## src/rtl/spi_master_core_if.sv

```systemverilog
// spi_master_core_if: bus-side strobes, write data, read data and acknowledge for the SPI master
interface spi_master_core_if #(
  parameter int DATA_W = 8
);
  logic              sel;
  logic              cmd;
  logic              wr;
  logic              rd;
  logic [11:0]       dout;
  logic [DATA_W+1:0] din;
  logic              ack;
  modport master (output sel, cmd, wr, rd, dout, input din, ack);
  modport slave  (input sel, cmd, wr, rd, dout, output din, ack);
endinterface

```

## src/rtl/spi_master_core.sv

```systemverilog
// spi_master_core: SPI master engine with programmable divider, CPOL, CPHA, bit order and stalling bus ack
module spi_master_core #(
  parameter int DATA_W = 8,
  parameter int DIV_W  = 8
) (
  input  logic             clk,
  input  logic             rst,
  spi_master_core_if.slave bus,
  output logic             spi_sclk,
  output logic             spi_mosi,
  input  logic             spi_miso,
  output logic             spi_ss_n,
  output logic             done
);
  localparam int HW = $clog2(2 * DATA_W);
  localparam logic [HW-1:0] LAST = HW'(2 * DATA_W - 1);
  typedef enum logic [1:0] {IDLE, LEAD, SHIFT, TRAIL} state_t;
  state_t            st_q;
  logic [11:0]       set_q, set_d;
  logic [DIV_W-1:0]  cnt_q;
  logic [HW-1:0]     hp_q;
  logic [DATA_W-1:0] tx_q, rx_sh_q, rx_q, wd;
  logic              rxv_q, ack_q, sclk_q, mosi_q, ss_n_q, done_q;
  logic              busy, req, stall, take_cmd, take_wr, take_rd;
  logic              hp_end, lsb, cpha, shift_ev, sample_ev;
  assign busy      = st_q != IDLE;
  assign req       = bus.sel && (bus.cmd || bus.wr || bus.rd);
  assign stall     = (bus.cmd || bus.wr) && busy;
  assign take_cmd  = ack_q && bus.sel && bus.cmd;
  assign take_wr   = ack_q && bus.sel && bus.wr;
  assign take_rd   = ack_q && bus.sel && bus.rd;
  assign set_d     = take_cmd ? bus.dout : set_q;
  assign lsb       = set_q[10];
  assign cpha      = set_q[9];
  assign hp_end    = cnt_q == set_q[DIV_W-1:0];
  assign shift_ev  = st_q == SHIFT && hp_end && (cpha ? !hp_q[0] : hp_q[0] && hp_q != LAST);
  assign sample_ev = st_q == SHIFT && hp_end && (cpha == hp_q[0]);
  assign wd        = bus.dout[DATA_W-1:0];
  assign bus.din   = {busy, rxv_q, rx_q};
  assign bus.ack   = ack_q;
  assign spi_sclk  = sclk_q;
  assign spi_mosi  = mosi_q;
  assign spi_ss_n  = ss_n_q;
  assign done      = done_q;
  always_ff @(posedge clk) begin
    if (rst) begin
      st_q    <= IDLE;
      set_q   <= 12'h004;
      cnt_q   <= '0;
      hp_q    <= '0;
      tx_q    <= '0;
      rx_sh_q <= '0;
      rx_q    <= '0;
      rxv_q   <= 1'b0;
      ack_q   <= 1'b0;
      sclk_q  <= 1'b0;
      mosi_q  <= 1'b0;
      ss_n_q  <= 1'b1;
      done_q  <= 1'b0;
    end else begin
      ack_q  <= req && !ack_q && !stall;
      set_q  <= set_d;
      done_q <= 1'b0;
      cnt_q  <= (!busy || hp_end) ? '0 : cnt_q + 1'b1;
      if (take_rd) rxv_q <= 1'b0;
      if (sample_ev) rx_sh_q <= lsb ? {spi_miso, rx_sh_q[DATA_W-1:1]} : {rx_sh_q[DATA_W-2:0], spi_miso};
      if (shift_ev) begin
        mosi_q <= lsb ? tx_q[0] : tx_q[DATA_W-1];
        tx_q   <= lsb ? tx_q >> 1 : tx_q << 1;
      end
      case (st_q)
        IDLE: begin
          sclk_q <= set_d[8];
          ss_n_q <= !set_d[11] && !take_wr;
          hp_q   <= '0;
          if (take_wr) begin
            st_q <= LEAD;
            tx_q <= cpha ? wd : (lsb ? wd >> 1 : wd << 1);
            if (!cpha) mosi_q <= lsb ? wd[0] : wd[DATA_W-1];
          end
        end
        LEAD: if (hp_end) st_q <= SHIFT;
        SHIFT: if (hp_end) begin
          sclk_q <= !sclk_q;
          hp_q   <= hp_q + 1'b1;
          if (hp_q == LAST) st_q <= TRAIL;
        end
        TRAIL: if (hp_end) begin
          st_q   <= IDLE;
          rx_q   <= rx_sh_q;
          rxv_q  <= 1'b1;
          done_q <= 1'b1;
          ss_n_q <= !set_q[11];
        end
      endcase
    end
  end
endmodule

```

## src/flat_wrapper.sv

```systemverilog
// flat-port wrapper written by rule: the top's interface ports become plain ports
module spi_master_core_flat 
#(
  parameter int DATA_W = 8,
  parameter int DIV_W  = 8
)
  (clk, rst, spi_sclk, spi_mosi, spi_miso, spi_ss_n, done, bus_sel, bus_cmd, bus_wr, bus_rd, bus_dout, bus_din, bus_ack);
  spi_master_core_if #(.DATA_W(DATA_W)) bus_i ();
  input  logic clk;
  input  logic rst;
  output logic spi_sclk;
  output logic spi_mosi;
  input  logic spi_miso;
  output logic spi_ss_n;
  output logic done;
  input wire logic [$bits(bus_i.sel)-1:0] bus_sel;
  input wire logic [$bits(bus_i.cmd)-1:0] bus_cmd;
  input wire logic [$bits(bus_i.wr)-1:0] bus_wr;
  input wire logic [$bits(bus_i.rd)-1:0] bus_rd;
  input wire logic [$bits(bus_i.dout)-1:0] bus_dout;
  output wire logic [$bits(bus_i.din)-1:0] bus_din;
  output wire logic [$bits(bus_i.ack)-1:0] bus_ack;
  assign bus_i.sel = bus_sel;
  assign bus_i.cmd = bus_cmd;
  assign bus_i.wr = bus_wr;
  assign bus_i.rd = bus_rd;
  assign bus_i.dout = bus_dout;
  assign bus_din = bus_i.din;
  assign bus_ack = bus_i.ack;
  spi_master_core #(.DATA_W(DATA_W), .DIV_W(DIV_W)) u_core (.clk(clk), .rst(rst), .bus(bus_i), .spi_sclk(spi_sclk), .spi_mosi(spi_mosi), .spi_miso(spi_miso), .spi_ss_n(spi_ss_n), .done(done));
endmodule
```

## config.mk

```make
export PLATFORM = sky130hd
export DESIGN_NAME = spi_master_core_flat
export DESIGN_NICKNAME = d
export VERILOG_FILES = /design/src/rtl/spi_master_core_if.sv /design/src/rtl/spi_master_core.sv /design/src/flat_wrapper.sv
export SDC_FILE = /design/constraint.sdc
export NUM_CORES = 1
export LEC_CHECK = 0
export CORE_ASPECT_RATIO = 1.4
export CORE_UTILIZATION = 40
export CTS_CLUSTER_SIZE = 12
export DETAILED_ROUTE_END_ITERATION = 16
export GPL_ROUTABILITY_DRIVEN = 0
export PLACE_DENSITY = 0.61
export SLEW_MARGIN = 0
export SYNTH_ARGS = -nofsm -noshare
export SYNTH_HDL_FRONTEND = slang
export SYNTH_SLANG_ARGS = --single-unit
```

## constraint.sdc

```tcl
create_clock -name clk -period 2.6 [get_ports clk]
set_input_delay 0.52 -clock clk [delete_from_list [all_inputs] [get_ports clk]]
set_output_delay 0.52 -clock clk [all_outputs]
set_load 0.1 [all_outputs]
```

==> results of run 1 <==
## cells by family (layout without fill, tap and decap cells)
| family | count (synthesis) | after routing |
|---|---|---|
| AOI/OAI and AO/OA | 49 | 49 |
| xor gates and xnor gates | 14 | 14 |
| adders and majority gates | 6 | 6 |
| buffers and inverters | 28 | 59 |
| DFF | 56 | 56 |
| muxes | 41 | 41 |
| and+or+nand+nor | 120 | 120 |
## flip-flops by register name, summed over array words and instances (netlist names), 2 cells and up
signal / cells
u_core.cnt_q: 8
u_core.rx_sh_q: 8
u_core.rx_q: 8
u_core.tx_q: 8
u_core.hp_q: 4
u_core.set_q: 12
u_core.st_q: 2
## report_power, final
part           switching [µW]  internal [µW]  leakage [µW]  total (µW)
Clock                     294            189     0.0000406         482
Combinational             311            158      0.000878         469
Sequential               37.4            890      0.000452         927
## per-layer routing
layer / wire (µm) / vias up / share of wire (%) / track usage [%]
li1: - / 1170 / - / -
met1: 2700 / 1055 / 44 / 21.5
met2: 3060 / 41 / 50 / 31.5
met3: 178 / 11 / 2.9 / 3.30
met4: 133 / 0 / 2.2 / 8.45
met5: 0 / - / 0 / 0
## how the worst min path moves through the flow
| stage | slack [ns] | endpoint | startpoint | cells after the start |
|---|---|---|---|---|
| 2_1_floorplan | 0.44 | u_core.hp_q[3]$_SDFFE_PP0P_ | u_core.hp_q[3]$_SDFFE_PP0P_ | 1 |
| 6_report | 0.47 | u_core.rxv_q$_SDFF_PP0_ | u_core.rxv_q$_SDFF_PP0_ | 2 |
| 4_1_cts | 0.47 | u_core.rxv_q$_SDFF_PP0_ | u_core.rxv_q$_SDFF_PP0_ | 2 |
| 5_1_grt | 0.50 | u_core.set_q[7]$_SDFFE_PP0P_ | u_core.set_q[7]$_SDFFE_PP0P_ | 2 |
| 3_3_place_gp | 0.45 | u_core.rxv_q$_SDFF_PP0_ | u_core.rxv_q$_SDFF_PP0_ | 2 |
| 3_5_place_dp | 0.46 | u_core.rxv_q$_SDFF_PP0_ | u_core.rxv_q$_SDFF_PP0_ | 2 |
## cell type report
| cell class | count | area, µm² |
|---|---|---|
| Fill cell | 678 | 3410 |
| Timing Repair Buffer | 43 | 368 |
| Sequential cell | 56 | 1120 |
| Clock inverter | 2 | 16.3 |
| Clock buffer | 5 | 68.8 |
| Multi-Input combinational cell | 230 | 1570 |
| Inverter | 9 | 33.8 |
| Tap cell | 92 | 115 |
## through the flow
step	util (%)	power (µW)	hold slack, ns	setup slack [ns]	area, µm²
after floorplan	-	1300	0.436	0.542	2810
after global placement	47.9	1410	0.447	0.534	3210
after detailed placement	47.9	1420	0.458	0.518	3210
after CTS	49.2	1900	0.474	0.512	3290
after global routing	49.2	1980	0.495	0.302	3290
final	49.2	1880	0.468	0.532	3290
## worst max-delay path: stages (launching register included)
cell and delay, ns:
dfxtp_1 0.40, inv_1 0.08, ha_1 0.29, inv_1 0.15, buf_4 0.31
## layout by cell type, fill, tap and decap left out, types with 2 or more instances in the layout
cell type and count:
and2_1 2, mux2_2 9, xnor2_1 4, nor2_1 35, nor4_1 8, inv_1 9, and3b_1 2, clkbuf_8 5
nand3_1 11, a31oi_1 3, xor2_1 10, a211oi_1 4, buf_4 25, mux2i_1 32, or3_1 2, nand2b_1 3
clkdlybuf4s50_1 18, a221o_1 6, a311oi_1 2, nand2_1 35, a21oi_1 16, dfxtp_1 56, o21ai_0 11, nor3b_1 2
nor4_4 2, and3_1 10, ha_1 6
==> impl_metrics.ini, run 1 <==
[setup_path]
cp.required_ns = 2.08
timing.reg2reg.worst_path_depth = 5
critical_path.endpoint_type = primary output
cp_data_arrival_time_ns = 1.55
startpoint = u_core.st_q[0]$_SDFFE_PP0P_
regToRegSetupSlack_ns = 0.53
timing.critical_path.from_type = flop
crit-reg2reg-capture = u_core.st_q[1]$_SDFFE_PP0P_
worstSetupEndpoint = bus_din[9]
critPathKind = flop to primary output
worst-path-max-fanout = 6
worst_r2r_startpoint = u_core.cnt_q[5]$_SDFF_PP0_

[synthesis]
main_combinational_cell_family_by_area_after_synthesis = simple AND/OR/NAND/NOR gates
synth.top_cells.by_area = dfxtp_1, mux2i_1, nand2_1, nor2_1, mux2_2
synth_area_in_adders_pct = 2.68
synthArstFlopShare_pct = 0
postSynthCellCount = 314
synth.cells.most_frequent = dfxtp_1, nand2_1, nor2_1
post_synthesis_share_of_cell_area_spent_on_xor_and_xnor_gates_pct = 4.37
syn-cell-area_mm2 = 0.00281
yosys.area.top_type_share_pct = 40.0
synth_seq_cells = 56
syn-mean-instance-area_um2 = 8.93
yosys.cell_count.top_type = dfxtp_1
yosys_warnings = 0
synth-edff-count = 0
syn-num-nets = 339
synth_compound_area_share_pct = 11.4
yosysUniqueCellTypes = 43
synth.largest_area_cell = dfxtp_1
yosysSeqAreaShare_pct = 40.0
synthMuxAreaShare_pct = 15.0
dominantRegCellSynth = dfxtp_1
synth_simple_gate_area_share_pct = 22.5

[job]
cap_violations = 0

[routing]
drt_pass1_iterations = 4
finalWirelength_um = 6070
drc_violation_count_after_routing = 0
final_antenna_net_count = 0
drtIter0Drc = 84
dr_vias_cell = 5.21
dr_total_vias = 2277
wire_per_inst_um = 13.9

[power_and_ir_drop]
cellLeakagePower_uw = 0.00137
max-vdd-ir-drop_mv = 0.233
cellPowerDensity_mw_per_mm2 = 570

[global_route]
gr-usage-all-layers_pct = 18.2
grt_pass1_vias = 2216
grt_first_pass_wirelength_um = 10400
grt_antenna_before_repair = 0
grt_max_degree = 26
grt-ovfl-total = 0

[clock_network]
cts.root.buffer_cell = clkbuf_8
clk_latency_ns = 0.32
cts_tree = built
cts_htree_levels = 2
clock_edge_transition_at_the_registers_on_the_reported_setup_and_hold_paths_ns = 0.10
cts.hold.buffers_added = 0
cts_repair_resize_count = 0
cts.sinks = 56
numCtsBuffers = 5
cts_max_path_buffers = 2
cts_setup_buffers = 0

[floorplanning]
die_w_um = 72.8
floorplan.initialDensity_pct = 41.9
io_pins = 34
coreArea_mm2 = 0.00670
floorplan.die.height_um = 101
rows = 35
dieArea_mm2 = 0.00736

[layout]
total_inserted_antenna_cells = 0
drive_gt1_share_pct = 13.3
stdcell_count = 437
finish.net_count = 370
layout-area-overhead-vs-synth_pct = 17.4

[placed_design]
place_hpwl_um = 4530
port_buffers = 33
placed_cells_incl_taps = 430

[sta]
setup_viol = 0
min_period_ns = 2.07
fin_crit_sh_pct = 79.5
final-hold-violation-count = 0
final.setup.tns_ns = 0
worst_slew_pin_slew_ns = 0.672
achievable-frequency_mhz = 483
final-max-slew-violation-count = 0
setup_repair_after_global_routing_missed_its_margin = false
clock-skew-final_ns = 0.00734
slew-limit-headroom_pct = 55.1

[run_status]
run_status = completed

[min_path]
timing.hold.worst.class = flop to flop
(Power assumes the default switching activity.)
==> run 2: changes to the inputs <==
==> constraint.sdc (replaced) <==
create_clock -name clk -period 2.03 [get_ports clk]
set_input_delay 0.406 -clock clk [delete_from_list [all_inputs] [get_ports clk]]
set_output_delay 0.406 -clock clk [all_outputs]
set_load 0.1 [all_outputs]
==> run 2 against run 1 <==
  * Clock skew decreased by 0.0019 ns
  * Wire length increased by 0.40%
  * First-iteration DRC count decreased by 38%
  * Global-route usage decreased by 0.29 points
  * Register-to-register slack got worse by 0.37 ns
  * Critical path depth unchanged
  * Worst hold slack improved by 0.0024 ns
==> impl_metrics.ini, run 2 (synthesis gave the netlist of run 1 again) <==
[floorplanning]
floorplan.die.height_um = 101
dieArea_mm2 = 0.00736
coreArea_mm2 = 0.00670
rows = 35
floorplan.initialDensity_pct = 41.9
io_pins = 34
die_w_um = 72.8

[global_route]
gr-usage-all-layers_pct = 17.9
grt_first_pass_wirelength_um = 10400
grt_pass1_vias = 2203
grt_antenna_before_repair = 0
grt_max_degree = 28
grt-ovfl-total = 0

[layout]
total_inserted_antenna_cells = 0
filler_cell_count = 671
drive_gt1_share_pct = 14.9
final-seq-area_mm2 = 0.00112
layout-area-overhead-vs-synth_pct = 19.9
finish.net_count = 374
max_ffs_per_register = 12
multi_input_comb_area_mm2 = 0.00157
register_ranked_first_by_flip_flop_count = u_core.set_q
mostFrequentLayoutCells = dfxtp_1, nor2_1, nand2_1, mux2i_1, buf_4
stdcell_count = 442
final_common_cell = dfxtp_1

[sta]
achievable-frequency_mhz = 533
final.setup.tns_ns = 0
min_period_ns = 1.88
final-hold-violation-count = 0
worst_slew_pin_slew_ns = 0.452
final-max-slew-violation-count = 0
setup_viol = 0
slew-limit-headroom_pct = 69.8
fin_crit_sh_pct = 92.4
clock-skew-final_ns = 0.00542
setup_repair_after_global_routing_missed_its_margin = false

[power_and_ir_drop]
comb_pwr_share_pct = 26.1
intPower_uw = 1670
cellPowerDensity_mw_per_mm2 = 747
max-vdd-ir-drop_mv = 0.590
netSwitchingFraction_pct = 33.4
seqPwrFrac_pct = 47.0
cellLeakagePower_uw = 0.00141
p_clk_share_pct = 26.9
total_power_uw = 2510
power.net_switching_uw = 839

[setup_path]
cp_data_arrival_time_ns = 1.47
cpPeakStageDelay_ns = 0.40
startpoint = u_core.st_q[0]$_SDFFE_PP0P_
crit-reg2reg-capture = u_core.spi_mosi$_SDFF_PP0_
critical_path.endpoint_type = primary output
regToRegSetupSlack_ns = 0.16
timing.critical_path.from_type = flop
cpMaxStageDelayCell = dfxtp_1
crit_path_frequent_cell = inv_1
cp.required_ns = 1.62
worst_r2r_startpoint = u_core.cnt_q[3]$_SDFF_PP0_
critPathKind = flop to primary output
cp_cell_sequence = inv_1 > ha_1 > inv_1 > buf_12
worst-path-max-fanout = 6
worstSetupEndpoint = bus_din[9]
timing.reg2reg.worst_path_depth = 7

[clock_network]
cts.sinks = 56
cts_setup_buffers = 0
cts_max_path_buffers = 2
cts.root.buffer_cell = clkbuf_8
numCtsBuffers = 5
cts_htree_levels = 2
cts_tree = built
cts_repair_resize_count = 0
clock_edge_transition_at_the_registers_on_the_reported_setup_and_hold_paths_ns = 0.11
clk_latency_ns = 0.31
cts.hold.buffers_added = 0

[min_path]
hold-path-cell-count = 2
timing.hold.worst.class = flop to flop

[job]
cap_violations = 0

[placed_design]
place_hpwl_um = 4500
port_buffers = 33
placed_cells_incl_taps = 434

[routing]
wire_per_inst_um = 13.8
drc_violation_count_after_routing = 0
dr_total_vias = 2321
dr_vias_cell = 5.25
finalWirelength_um = 6100
drt_pass1_iterations = 5
drtIter0Drc = 52
final_antenna_net_count = 0

[run_status]
run_status = completed
[run 2: worst min-delay path by stage]
stage | from | to | slack, ns
6_report | u_core.rxv_q$_SDFF_PP0_ | u_core.rxv_q$_SDFF_PP0_ | 0.47
4_1_cts | u_core.set_q[5]$_SDFFE_PP0P_ | u_core.set_q[5]$_SDFFE_PP0P_ | 0.48
5_1_grt | u_core.set_q[5]$_SDFFE_PP0P_ | u_core.set_q[5]$_SDFFE_PP0P_ | 0.50
3_3_place_gp | u_core.rxv_q$_SDFF_PP0_ | u_core.rxv_q$_SDFF_PP0_ | 0.45
2_1_floorplan | u_core.hp_q[3]$_SDFFE_PP0P_ | u_core.hp_q[3]$_SDFFE_PP0P_ | 0.44
3_5_place_dp | u_core.rxv_q$_SDFF_PP0_ | u_core.rxv_q$_SDFF_PP0_ | 0.46
[run 2: final cells by class]
type,count,area share (%)
clock buffers,6,2.45
clock inverters,2,0.521
inverters,9,1.00
multi-input cells,230,46.7
flip-flops and latches,56,33.4
well taps,92,3.42
repair buffers,47,12.6
[run 2: metal layers]
layer  track usage [%]  wire length (µm)  vias up
li1                  -                 -     1187
met1              21.4              2780     1098
met2              32.3              3080       29
met3              3.00               149        7
met4              5.43                84        0
met5                 0                 0        -
[run 2: through the flow]
stage               utilization, %  hold WS, ns  area, µm²  worst slack (ns)
finish                        50.2        0.470       3360             0.154
global route                  50.2        0.498       3360            0.0226
CTS                           50.2        0.478       3360             0.139
detailed placement            48.7        0.463       3260            0.0600
global placement              48.7        0.448       3260            0.0860
floorplan                        -        0.436       2810             0.150
[run 2: power by group through the flow]
stage | registers, µW | logic (µW) | clock network, µW
after floorplan | 1240 | 419 | 0
after global placement | 1210 | 657 | 0
after detailed placement | 1210 | 659 | 0
after CTS | 1180 | 661 | 695
after global routing | 1190 | 712 | 739
final | 1180 | 655 | 676
[run 2: critical path, delay by kind of cell (launching register included)]
family / cells / cell delay, ns
buffers and inverters: 3 / 0.48
adder cells (fa/ha/maj): 1 / 0.28
flip-flops: 1 / 0.40
==> run 3: changes to the inputs <==
--- a/config.mk
+++ b/config.mk
@@ -11,6 +11,8 @@
 export DETAILED_ROUTE_END_ITERATION = 16
 export GPL_ROUTABILITY_DRIVEN = 0
 export PLACE_DENSITY = 0.61
+export REMOVE_ABC_BUFFERS = 1
+export SKIP_LAST_GASP = 1
 export SLEW_MARGIN = 0
 export SYNTH_ARGS = -nofsm -noshare
 export SYNTH_HDL_FRONTEND = slang
==> run 3 against run 2 <==
  * Sequential share of layout area is 0.87 points lower
  * Critical path depth rose by 3
  * First-iteration DRC count up 81%
  * Wire length increased by 6.7%
  * Setup slack worse by 0.035 ns
  * Via count grew 1.5%
  * Combinational power up 7.6%
  * Power is 4.4% higher
  * Cell area rose by 2.6%
  * Sequential power hardly changed
  * Utilization is 1.3 points higher
  * Largest cell class unchanged
  * Highest routed layer unchanged
==> impl_metrics.ini, run 3 (synthesis gave the netlist of run 1 again) <==
[sta]
fin_crit_sh_pct = 94.1
final.setup.tns_ns = 0
achievable-frequency_mhz = 523
final-max-slew-violation-count = 0
final-hold-violation-count = 0
setup_viol = 0
hold_slack_ns = 0.469
slew-limit-headroom_pct = 72.9
min_period_ns = 1.91
worst_slew_pin_slew_ns = 0.406
clock-skew-final_ns = 0.00862

[min_path]
hold-path-cell-count = 2
timing.hold.worst.class = flop to flop

[run_status]
run_status = completed

[routing]
final_antenna_net_count = 0
drt_pass1_iterations = 4
dr_total_vias = 2355
wire_per_inst_um = 14.4
dr_vias_cell = 5.22
finalWirelength_um = 6510
drc_violation_count_after_routing = 0
drtIter0Drc = 94

[layout]
mostFrequentLayoutCells = dfxtp_1, nor2_1, nand2_1, buf_4, mux2i_1
layout-area-overhead-vs-synth_pct = 23.0
finish.net_count = 383
stdcell_count = 451
register_ranked_first_by_flip_flop_count = u_core.set_q
total_inserted_antenna_cells = 0
drive_gt1_share_pct = 16.4
max_ffs_per_register = 12
final_common_cell = dfxtp_1
design_area_mm2 = 0.00345

[clock_network]
cts_repair_resize_count = 0
cts_htree_levels = 2
cts_setup_buffers = 0
cts_max_path_buffers = 2
cts.root.buffer_cell = clkbuf_8
cts_tree = built
cts.hold.buffers_added = 0
cts.sinks = 56
clock_edge_transition_at_the_registers_on_the_reported_setup_and_hold_paths_ns = 0.10
clk_latency_ns = 0.31
numCtsBuffers = 5

[setup_path]
regToRegSetupSlack_ns = 0.12
cp.required_ns = 2.28
worst-path-max-fanout = 4
worst_r2r_startpoint = u_core.set_q[5]$_SDFFE_PP0P_
timing.critical_path.from_type = flop
worstSetupEndpoint = u_core.st_q[1]$_SDFFE_PP0P_
cp_data_arrival_time_ns = 2.16
startpoint = u_core.set_q[5]$_SDFFE_PP0P_
critical_path.endpoint_type = flop
crit-reg2reg-capture = u_core.st_q[1]$_SDFFE_PP0P_
timing.reg2reg.worst_path_depth = 7
critPathKind = flop to flop

[floorplanning]
floorplan.die.height_um = 101
floorplan.initialDensity_pct = 41.9
io_pins = 34
rows = 35
coreArea_mm2 = 0.00670
dieArea_mm2 = 0.00736
die_w_um = 72.8

[global_route]
grt-busiest-layer = met2
groute.layer.met2.usage_pct = 33.9
gr-usage-met3_pct = 3.30
gr-usage-all-layers_pct = 19.1
grt_max_degree = 19
grt_first_pass_wirelength_um = 10800
grt_pass1_vias = 2256
gr-usage-met1_pct = 21.6
grt-ovfl-total = 0
grt_antenna_before_repair = 0

[placed_design]
port_buffers = 33
placed_cells_incl_taps = 442
placedInstanceArea_mm2 = 0.00334
place_hpwl_um = 4950

[power_and_ir_drop]
cellPowerDensity_mw_per_mm2 = 760
cellLeakagePower_uw = 0.00146
max-vdd-ir-drop_mv = 0.480
total_power_uw = 2620

[job]
cap_violations = 0
-- run 3: worst min path at each step --
stage | startpoint | slack [ns] | end
after global placement | u_core.rxv_q$_SDFF_PP0_ | 0.46 | u_core.rxv_q$_SDFF_PP0_
after detailed placement | u_core.rxv_q$_SDFF_PP0_ | 0.46 | u_core.rxv_q$_SDFF_PP0_
final | u_core.rxv_q$_SDFF_PP0_ | 0.47 | u_core.rxv_q$_SDFF_PP0_
after global routing | u_core.set_q[6]$_SDFFE_PP0P_ | 0.49 | u_core.set_q[6]$_SDFFE_PP0P_
after CTS | u_core.set_q[5]$_SDFFE_PP0P_ | 0.48 | u_core.set_q[5]$_SDFFE_PP0P_
after floorplan | u_core.hp_q[3]$_SDFFE_PP0P_ | 0.43 | u_core.hp_q[3]$_SDFFE_PP0P_
-- run 3: routing by layer --
metal  up-vias  routed length (µm)
met5         -                   0
met4         0                 223
met3        16                 214
met2        50                3250
met1      1097                2820
li1       1192                   -
-- run 3: final cells by class --
class                   count  area, µm²
multi-input cells         230       1570
well taps                  92        115
inverters                   9       33.8
repair buffers             56        503
fillers                   643       3250
clock buffers               6       72.6
clock inverters             2       35.0
flip-flops and latches     56       1120
-- run 3: report_power, final --
part	internal [µW]	total (µW)	switching [µW]
registers	1140	1180	42.8
logic	286	705	419
clock network	367	736	369
total	1790	2620	831
-- run 3: metrics by stage --
| step | util, % | setup WS (ns) |
|---|---|---|
| 2_1_floorplan | - | -0.161 |
| 3_3_place_gp | 49.8 | 0.0830 |
| 3_5_place_dp | 49.8 | 0.0859 |
| 4_1_cts | 51.4 | 0.106 |
| 5_1_grt | 51.5 | -0.0447 |
| 6_report | 51.5 | 0.119 |
-- run 3: worst max-delay path: stages, from the launching register on --
cell and delay, ns:
dfxtp_1 0.33, xor2_1 0.18, nor4_4 0.42, buf_4 0.19
nand3_1 0.07, a222oi_1 0.33, buf_4 0.18, mux2i_1 0.16
